## src/rtl/dc_mean_sub_pkg.sv

```systemverilog
// Shared constants for the DC-removal stage and the saturating subtractor
// that later feature stages reuse.
package dc_mean_sub_pkg;

    localparam int DEF_DATA_W   = 16;
    localparam int DEF_LOG2_WIN = 6;

    localparam logic [1:0] ST_IDLE = 2'd0;
    localparam logic [1:0] ST_ACC  = 2'd1;
    localparam logic [1:0] ST_OUT  = 2'd2;

    localparam logic [DEF_DATA_W-1:0] SAT_MAX = 16'h7FFF;
    localparam logic [DEF_DATA_W-1:0] SAT_MIN = 16'h8000;

endpackage

```

## src/rtl/dc_mean_sub_sat_sub16.sv

```systemverilog
// Combinational a - b at one extra bit of headroom, clamped back to the
// signed sample range.
module sat_sub16
    import dc_mean_sub_pkg::*;
(
    input  logic signed [DEF_DATA_W-1:0] i_a,
    input  logic signed [DEF_DATA_W-1:0] i_b,
    output logic signed [DEF_DATA_W-1:0] o_y
);

    logic signed [DEF_DATA_W:0] w_diff;

    assign w_diff = {i_a[DEF_DATA_W-1], i_a} - {i_b[DEF_DATA_W-1], i_b};

    // The top two bits disagree exactly when the result leaves the DATA_W range.
    always_comb begin
        o_y = w_diff[DEF_DATA_W-1:0];
        if (w_diff[DEF_DATA_W] != w_diff[DEF_DATA_W-1]) begin
            o_y = w_diff[DEF_DATA_W] ? SAT_MIN : SAT_MAX;
        end
    end

endmodule

```

## src/rtl/dc_mean_sub.sv

```systemverilog
// Running-mean DC removal: subtracts the mean of the last 2^LOG2_WIN samples
// (current one included) and emits a saturated sample with a one-cycle strobe.
module dc_mean_sub
    import dc_mean_sub_pkg::*;
#(
    parameter int DATA_W   = DEF_DATA_W,
    parameter int LOG2_WIN = DEF_LOG2_WIN
) (
    input  logic                     clk,
    input  logic                     reset,
    input  logic signed [DATA_W-1:0] sample_in,
    input  logic                     sample_valid,
    output logic signed [DATA_W-1:0] audio_out,
    output logic                     out_valid,
    output logic                     primed,
    output logic                     overrun
);

    localparam int WIN   = 1 << LOG2_WIN;
    localparam int ACC_W = DATA_W + LOG2_WIN;

    logic        [1:0]          r_state;
    logic signed [DATA_W-1:0]   r_buf [WIN];
    logic        [LOG2_WIN-1:0] r_wrPtr;
    logic        [LOG2_WIN:0]   r_fill;
    logic signed [ACC_W-1:0]    r_acc;
    logic signed [DATA_W-1:0]   r_x;
    logic signed [DATA_W-1:0]   r_old;

    logic signed [ACC_W-1:0]    w_xExt;
    logic signed [ACC_W-1:0]    w_oldExt;
    logic signed [DATA_W-1:0]   w_mean;
    logic signed [DATA_W-1:0]   w_satOut;

    assign w_xExt   = {{LOG2_WIN{r_x[DATA_W-1]}}, r_x};
    assign w_oldExt = {{LOG2_WIN{r_old[DATA_W-1]}}, r_old};

    // Taking the upper DATA_W bits is the floor division by the window length.
    assign w_mean   = r_acc[ACC_W-1:LOG2_WIN];
    assign primed   = r_fill[LOG2_WIN];

    sat_sub16 u_satSub (
        .i_a (r_x),
        .i_b (w_mean),
        .o_y (w_satOut)
    );

    always_ff @(posedge clk or negedge reset) begin
        if (!reset) begin
            r_state   <= ST_IDLE;
            r_wrPtr   <= '0;
            r_fill    <= '0;
            r_acc     <= '0;
            r_x       <= '0;
            r_old     <= '0;
            audio_out <= '0;
            out_valid <= 1'b0;
            overrun   <= 1'b0;
            for (int i = 0; i < WIN; i++) begin
                r_buf[i] <= '0;
            end
        end else begin
            out_valid <= 1'b0;
            case (r_state)
                ST_IDLE: begin
                    if (sample_valid) begin
                        r_x     <= sample_in;
                        r_old   <= r_buf[r_wrPtr];
                        r_state <= ST_ACC;
                    end
                end
                ST_ACC: begin
                    r_acc          <= r_acc + w_xExt - w_oldExt;
                    r_buf[r_wrPtr] <= r_x;
                    r_wrPtr        <= r_wrPtr + LOG2_WIN'(1);
                    if (!r_fill[LOG2_WIN]) begin
                        r_fill <= r_fill + (LOG2_WIN + 1)'(1);
                    end
                    if (sample_valid) begin
                        overrun <= 1'b1;
                    end
                    r_state <= ST_OUT;
                end
                ST_OUT: begin
                    audio_out <= w_satOut;
                    out_valid <= 1'b1;
                    if (sample_valid) begin
                        overrun <= 1'b1;
                    end
                    r_state <= ST_IDLE;
                end
                default: begin
                    r_state <= ST_IDLE;
                end
            endcase
        end
    end

endmodule

```

## config.mk

```make
export PLATFORM = sky130hd
export DESIGN_NAME = dc_mean_sub
export DESIGN_NICKNAME = d
export VERILOG_FILES = /design/src/rtl/dc_mean_sub_pkg.sv /design/src/rtl/dc_mean_sub_sat_sub16.sv /design/src/rtl/dc_mean_sub.sv
export SDC_FILE = /design/constraint.sdc
export NUM_CORES = 2
export LEC_CHECK = 0
export CAP_MARGIN = 20
export CELL_PAD_IN_SITES_DETAIL_PLACEMENT = 0
export CELL_PAD_IN_SITES_GLOBAL_PLACEMENT = 2
export CORE_ASPECT_RATIO = 0.6
export CORE_MARGIN = 2
export CORE_UTILIZATION = 47
export CTS_CLUSTER_SIZE = 40
export DETAILED_ROUTE_END_ITERATION = 8
export PLACE_DENSITY_LB_ADDON = 0.08
export SLEW_MARGIN = 20
export SYNTH_ARGS = -nofsm -noshare
export SYNTH_HDL_FRONTEND = slang
export SYNTH_SLANG_ARGS = --single-unit
export TNS_END_PERCENT = 30
```

## constraint.sdc

```tcl
create_clock -name clk -period 5.05 [get_ports clk]
set_input_delay 1.515 -clock clk [delete_from_list [all_inputs] [get_ports clk]]
set_output_delay 1.515 -clock clk [all_outputs]
set_load 0.005 [all_outputs]
```

==> impl_metrics.toml <==
[route]
postRouteAntennaNets = 0
vias = 37541
drt_first_pass_iters = 5
drc_errors = 0
initialDrtViolationCount = 4175
wirelength_um = 189500
vias_per_cell = 6.147
wire_per_inst_um = 31.03

[sta]
tns_ns = 0
rsz0062_at_grt = "false"
slew_violations = 0
hold_violations = 0
timing.fmax_mhz = 259.3
skew_ns = 0.03613
tightest_slew_ns = 1.189
layout_min_cycle_time_ns = 3.857
setup_violations = 0
maxSlewHeadroom_pct = 19.93
period_share_pct = 76.37

[worst_setup_path]
path_class = "flop to flop"
arrival_ns = 4.47
cp-end-kind = "flop"
ff2ff_setup_slack_ns = 1.19
reg2reg_from = "r_wrPtr[2]$_DFFE_PN0P_"
crit_path_start_kind = "flop"
crit_slowest_cell = "dfrtp_4"
critical_path_required_ns = 5.67
cpMostUsedCell = "mux2_2"
worstPathMaxFanout = 43
crit_chain = "buf_12 > mux2_2 > a221o_1 > o21ai_0 > a21oi_1 > a211oi_1 > nand4_1 > mux2_2"
r2r-end = "r_old[12]$_DFFE_PN0P_"
slowest_delay_ns = 1.03
rr_worst_depth = 8

[synthesis]
synth_top_family_by_area = "multiplexers"
synth-async-reset-ratio_pct = 100.0
synth_edf_count = 0
synthesis.nets = 4637
syn_area_per_cell_um2 = 11.42
synth-simple-area-share_pct = 7.218
synth_top_area_cell = "dfrtp_1"
synth_top_area_share_pct = 53.46
synthDistinctLibCells = 89
synthCells = 4552
yosys-mux-area-fraction_pct = 19.49
synth-main-ff-cell = "dfrtp_1"
synth_seq_cells = 1111
syn_area_mm2 = 0.05200
synth_fa_ha_area_share_pct = 1.906
ys_warn_count = 0
ys_seq_area_share_pct = 53.46
synth_xor_area_share_pct = 0.6063
synth_compound_area_share_pct = 12.87
netlist_top_cells_area = "dfrtp_1, mux2_2, o21ai_0, nand2_1, mux4_2"

[cts]
cts_tree = "yes"
path_clk_slew_ns = 0.07
cts.path.max_buffers = 3
ctsResizeCount = 0
htreeDepth = 3
clkLatencyLatePin_ns = 0.75
cts.root.buffer_cell = "clkbuf_16"
cts_buffers = 107
cts.sinks = 1111
cts_hold_buf = 0
cts_setup_buffers = 0

[global_routing]
grtUsageTotal_pct = 33.86
grt_max_degree = 101
grt_pass1_vias = 36122
overflow = 0
antenna_found_initial = 20
grt_pass1_wl_um = 275700

[placed_design]
placed_cell_area_mm2 = 0.05425
hpwlAfterDp_um = 119900
portBuffers = 37
gp_congestion = 0.9215

[power_and_ir_drop]
power_density_mw_per_mm2 = 640.6
p_leak_nw = 26.65
ir_worst_vdd_uv = 438.9

[floorplanning]
dieArea_mm2 = 0.1134
initial_core_util_pct = 47.44
die_h_um = 261.7
ios = 38
dieWidth_um = 433.4
row_count = 94
core_mm2 = 0.1096

[worst_hold_path]
hold_class = "flop to flop"
whs_path_depth = 1
holdPathEnd = "overrun$_DFFE_PN0P_"
worstHoldStart = "overrun$_DFFE_PN0P_"

[run]
maxCapViolCount = 0

[run_status]
outcome = "completed"

[layout]
final_cell_area_mm2 = 0.05815
layout-drive-gt1-share_pct = 25.57
fin_nets = 4609
mostFrequentLayoutCells = "dfrtp_1, nand2_1, o21ai_0"
layout_commonest_cell = "dfrtp_1"
syn2layout_area_growth_pct = 11.82
## where the power goes
part	total, mW	switching (mW)	internal (mW)
logic	16.4	10.9	5.41
registers	11.9	1.40	10.5
clock network	9.01	3.74	5.26
total	37.3	16.1	21.2
## final cells by class
| class | instances | area (µm²) |
|---|---|---|
| Inverter | 106 | 399.1 |
| Antenna cell | 5 | 12.51 |
| Clock buffer | 152 | 3151 |
| Timing Repair Buffer | 251 | 2220 |
| Sequential cell | 1111 | 27830 |
| Multi-Input combinational cell | 2947 | 21940 |
| Fill cell | 9749 | 51470 |
| Tap cell | 1488 | 1862 |
| Clock inverter | 47 | 733.2 |
## synth_stat cells, drive strengths merged (13+ instances only)
master and number:
dfrtp 1111, nand2 655, o21ai 631, mux2 612
clkbuf 238, nor2 156, buf 150, mux2i 148
a21oi 114, inv 106, a221oi 105, mux4 78
o22ai 71, a22oi 52, ha 44, xnor2 23
fa 22, nand3 17, a221o 16, a21o 13
o221ai 13, xor2 13
## worst max path at each step
| stage | start | end | slack [ns] | cells after the start |
|---|---|---|---|---|
| floorplan | r_x[1]$_DFFE_PN0P_ | r_acc[20]$_DFFE_PN0P_ | 1.81 | 12 |
| global placement | r_wrPtr[2]$_DFFE_PN0P_ | r_old[12]$_DFFE_PN0P_ | 1.34 | 8 |
| detailed placement | sample_valid | r_old[7]$_DFFE_PN0P_ | 1.31 | 6 |
| CTS | r_wrPtr[2]$_DFFE_PN0P_ | r_old[12]$_DFFE_PN0P_ | 1.34 | 8 |
| global route | r_wrPtr[2]$_DFFE_PN0P_ | r_old[12]$_DFFE_PN0P_ | 1.08 | 8 |
| finish | r_wrPtr[2]$_DFFE_PN0P_ | r_old[12]$_DFFE_PN0P_ | 1.19 | 8 |
## logic make-up (layout without fill, tap and decap cells)
kind of cell	after synthesis	after routing
AND/OR/NAND/NOR	899	899
other	0	5
adder cells (fa/ha/maj)	66	66
AO/OA/AOI/OAI	1108	1108
XOR/XNOR	36	36
multiplexers	838	838
flip-flops	1111	1111
buffers and inverters	494	556
## registers in the layout, indices dropped and copies added (netlist names), 2 cells and up
signal / count
audio_out: 16
r_buf: 1024
r_fill: 7
r_wrPtr: 6
r_acc: 22
r_x: 16
r_old: 16
r_state: 2
## critical path, delay by kind of cell, from the launching register on
| family | cells | cell delay [ns] |
|---|---|---|
| muxes | 2 | 0.72 |
| AOI/OAI and AO/OA | 4 | 1.38 |
| buffers and inverters | 1 | 0.37 |
| and+or+nand+nor | 1 | 0.18 |
| DFF | 1 | 1.03 |
## stage by stage
step | hold slack (ns) | total power, mW | util (%) | instances | worst slack [ns]
final | 0.4685 | 37.25 | 53.05 | 6107 | 1.193
after global routing | 0.4928 | 38.88 | 53.04 | 6103 | 1.085
after CTS | 0.4697 | 36.95 | 53.03 | 6102 | 1.341
after detailed placement | 0.4506 | 27.92 | 49.49 | 5903 | 1.311
after global placement | 0.4439 | 27.86 | 49.49 | 5903 | 1.341
after floorplan | 0.4420 | 21.32 | - | 4552 | 1.807
## layer usage
metal  global-route usage, %  up-vias  share of wire, %
li1                        -    16135                 -
met1                   53.51    19642                48
met2                   46.93     1486                41
met3                   7.268      270               8.8
met4                   8.314        8               2.5
met5                       0        -             0.024
Note: power is estimated with default switching activity, not from simulation.
==> variant (same settings) <==
The package constant `DEF_DATA_W` goes from 16 to 20.
--- a/src/rtl/dc_mean_sub_pkg.sv
+++ b/src/rtl/dc_mean_sub_pkg.sv
@@ -2,7 +2,7 @@
 // that later feature stages reuse.
 package dc_mean_sub_pkg;
 
-    localparam int DEF_DATA_W   = 16;
+    localparam int DEF_DATA_W   = 20;
     localparam int DEF_LOG2_WIN = 6;
 
     localparam logic [1:0] ST_IDLE = 2'd0;
Ports: changed (resized audio_out and sample_in); port bits go from 38 to 46. The function was not compared with the original's and may differ.
==> variant against the original RTL <==
Wire length up 27%; cell area grew 23%; power increased by 23%; global-route usage rose by 0.62 points; via count increased by 25%; sequential cell count increased by 272; setup slack worse by 0.27 ns; synthesized area rose by 23%; critical path type unchanged.
==> variant: results (changes against the original RTL) <==
status: "finished clean"
vias: 47100  # +25%
synth_cell_types: 78  # -12%
syn_nets: 5871  # +27%
fillers: 12000  # +23%
drive_gt1_share_pct: 24.1  # -1.5 points
ys_seq_area_share_pct: 54.0  # +0.52 points
insertion_delay_ns: 0.78  # +0.03 ns
crit_start: "r_x[1]"
relSlewSlack_pct: 26.5  # +6.6 points
track_usage_pct: 34.5  # +0.62 points
place_hpwl_mm: 150  # +25%
drt_iter0_drc: 5717  # +37%
slowest_delay_ns: 0.66  # -0.37 ns
cp_data_arrival_time_ns: 4.81  # +0.34 ns
finalClockSkew_ns: 0.0259  # -0.0103 ns
critical_path.endpoint: "audio_out[4]"
cts_htree_levels: 4  # +1
p_int_w: 0.0255  # +21%
routabilityCongestion: 0.920  # -0.15%
routed_wl_mm: 240  # +27%
peakVddDrop_uv: 521  # +19%
cp_max_fo: 20  # -53%
grt_pass1_wl_mm: 347  # +26%
netlist_top_cells_count: "1383 x dfrtp_1, 817 x nand2_1, 811 x o21ai_0"
slowest_stage: "ha_1"
p_leak_nw: 32.7  # +23%
cts_inserted_buffers: 138  # +29%
grt_max_degree: 120  # +19%
nets: 5777  # +25%
worst_r2r_path_depth: 14  # +6
ys_top_cells_by_area: "dfrtp_1 54%, mux2_2 13%, o21ai_0 6.3%"
grt_antenna_before_repair: 23  # +15%
place_ws_ns: 0.920  # -0.391 ns
reg_top3: "r_buf x1280, r_acc x26"
grt_pass1_vias: 45300  # +25%
## variant: cell types whose count changed after synthesis, moves of 26 or more
cell,unedited run,this run
dfrtp_1,1111,1383
o21ai_0,612,811
nand2_1,654,817
mux2_2,609,751
buf_2,61,171
a21oi_1,114,211
nor2_1,122,211
clkbuf_1,238,319
mux2i_1,148,185
buf_4,58,25
a22o_1,11,42
nor2_2,28,2
## variant: metrics by stage
stage | utilization, % | hold WS [ns] | instances | area [um^2]
after floorplan | - | 0.442 | 5769 | 64100
after global placement | 49.7 | 0.443 | 7337 | 66900
after detailed placement | 49.7 | 0.461 | 7337 | 66900
after CTS | 53.1 | 0.474 | 7582 | 71500
after global routing | 53.1 | 0.494 | 7582 | 71500
final | 53.1 | 0.474 | 7588 | 71500
## variant: worst min path at each step
stage | cells past startpoint | endpoint | slack [ns] | startpoint
global placement | 1 | overrun | 0.44 | overrun
finish | 1 | overrun | 0.47 | overrun
floorplan | 1 | r_fill[5] | 0.44 | r_fill[5]
global route | 2 | r_buf[1030] | 0.49 | r_buf[1030]
detailed placement | 1 | overrun | 0.46 | overrun
CTS | 1 | r_fill[5] | 0.47 | r_fill[5]
## variant: layout make-up
cell class	count	share of cell area (%)
flip-flops and latches	1383	48.4
diodes	6	0.0210
well taps	1802	3.15
clock buffers	205	5.76
repair buffers	294	3.77
clock inverters	40	0.684
multi-input cells	3746	37.6
inverters	112	0.588
## variant: cells by family after synthesis
family                     synth area share (%)
xor gates and xnor gates                  0.615
AOI/OAI and AO/OA                          13.7
and+or+nand+nor                            6.98
muxes                                      18.6
buffers and inverters                      4.29
adders and majority gates                  1.85
DFF                                        54.0
## variant: worst register-to-register path, stage by stage, from the launching register on
cell and delay [ns]:
dfrtp_2 0.35, buf_4 0.25, inv_2 0.32, fa_1 0.55, nor2b_1 0.17, o31a_2 0.19, o21ai_2 0.11, a21o_1 0.20
a311o_1 0.37, a22oi_2 0.19, inv_1 0.09, ha_1 0.66, and2_4 0.37, o21ai_0 0.12, o21ai_0 0.11
## variant: layer usage
layer	vias up	share of wire (%)	track usage, %	routed length (um)
met2	2051	40	46.2	96300
met1	24500	47	54.0	112000
met4	4	3.3	10.8	7810
met3	384	9.7	8.70	23200
met5	-	0.014	0	34
li1	20200	-	-	-
## variant: power groups by stage
stage,combinational (W),clock (W),sequential [W]
after floorplan,0.0119,0,0.0139
after global placement,0.0199,0,0.0148
after detailed placement,0.0199,0,0.0148
after CTS,0.0199,0.0109,0.0146
after global routing,0.0215,0.0113,0.0149
final,0.0204,0.0107,0.0147
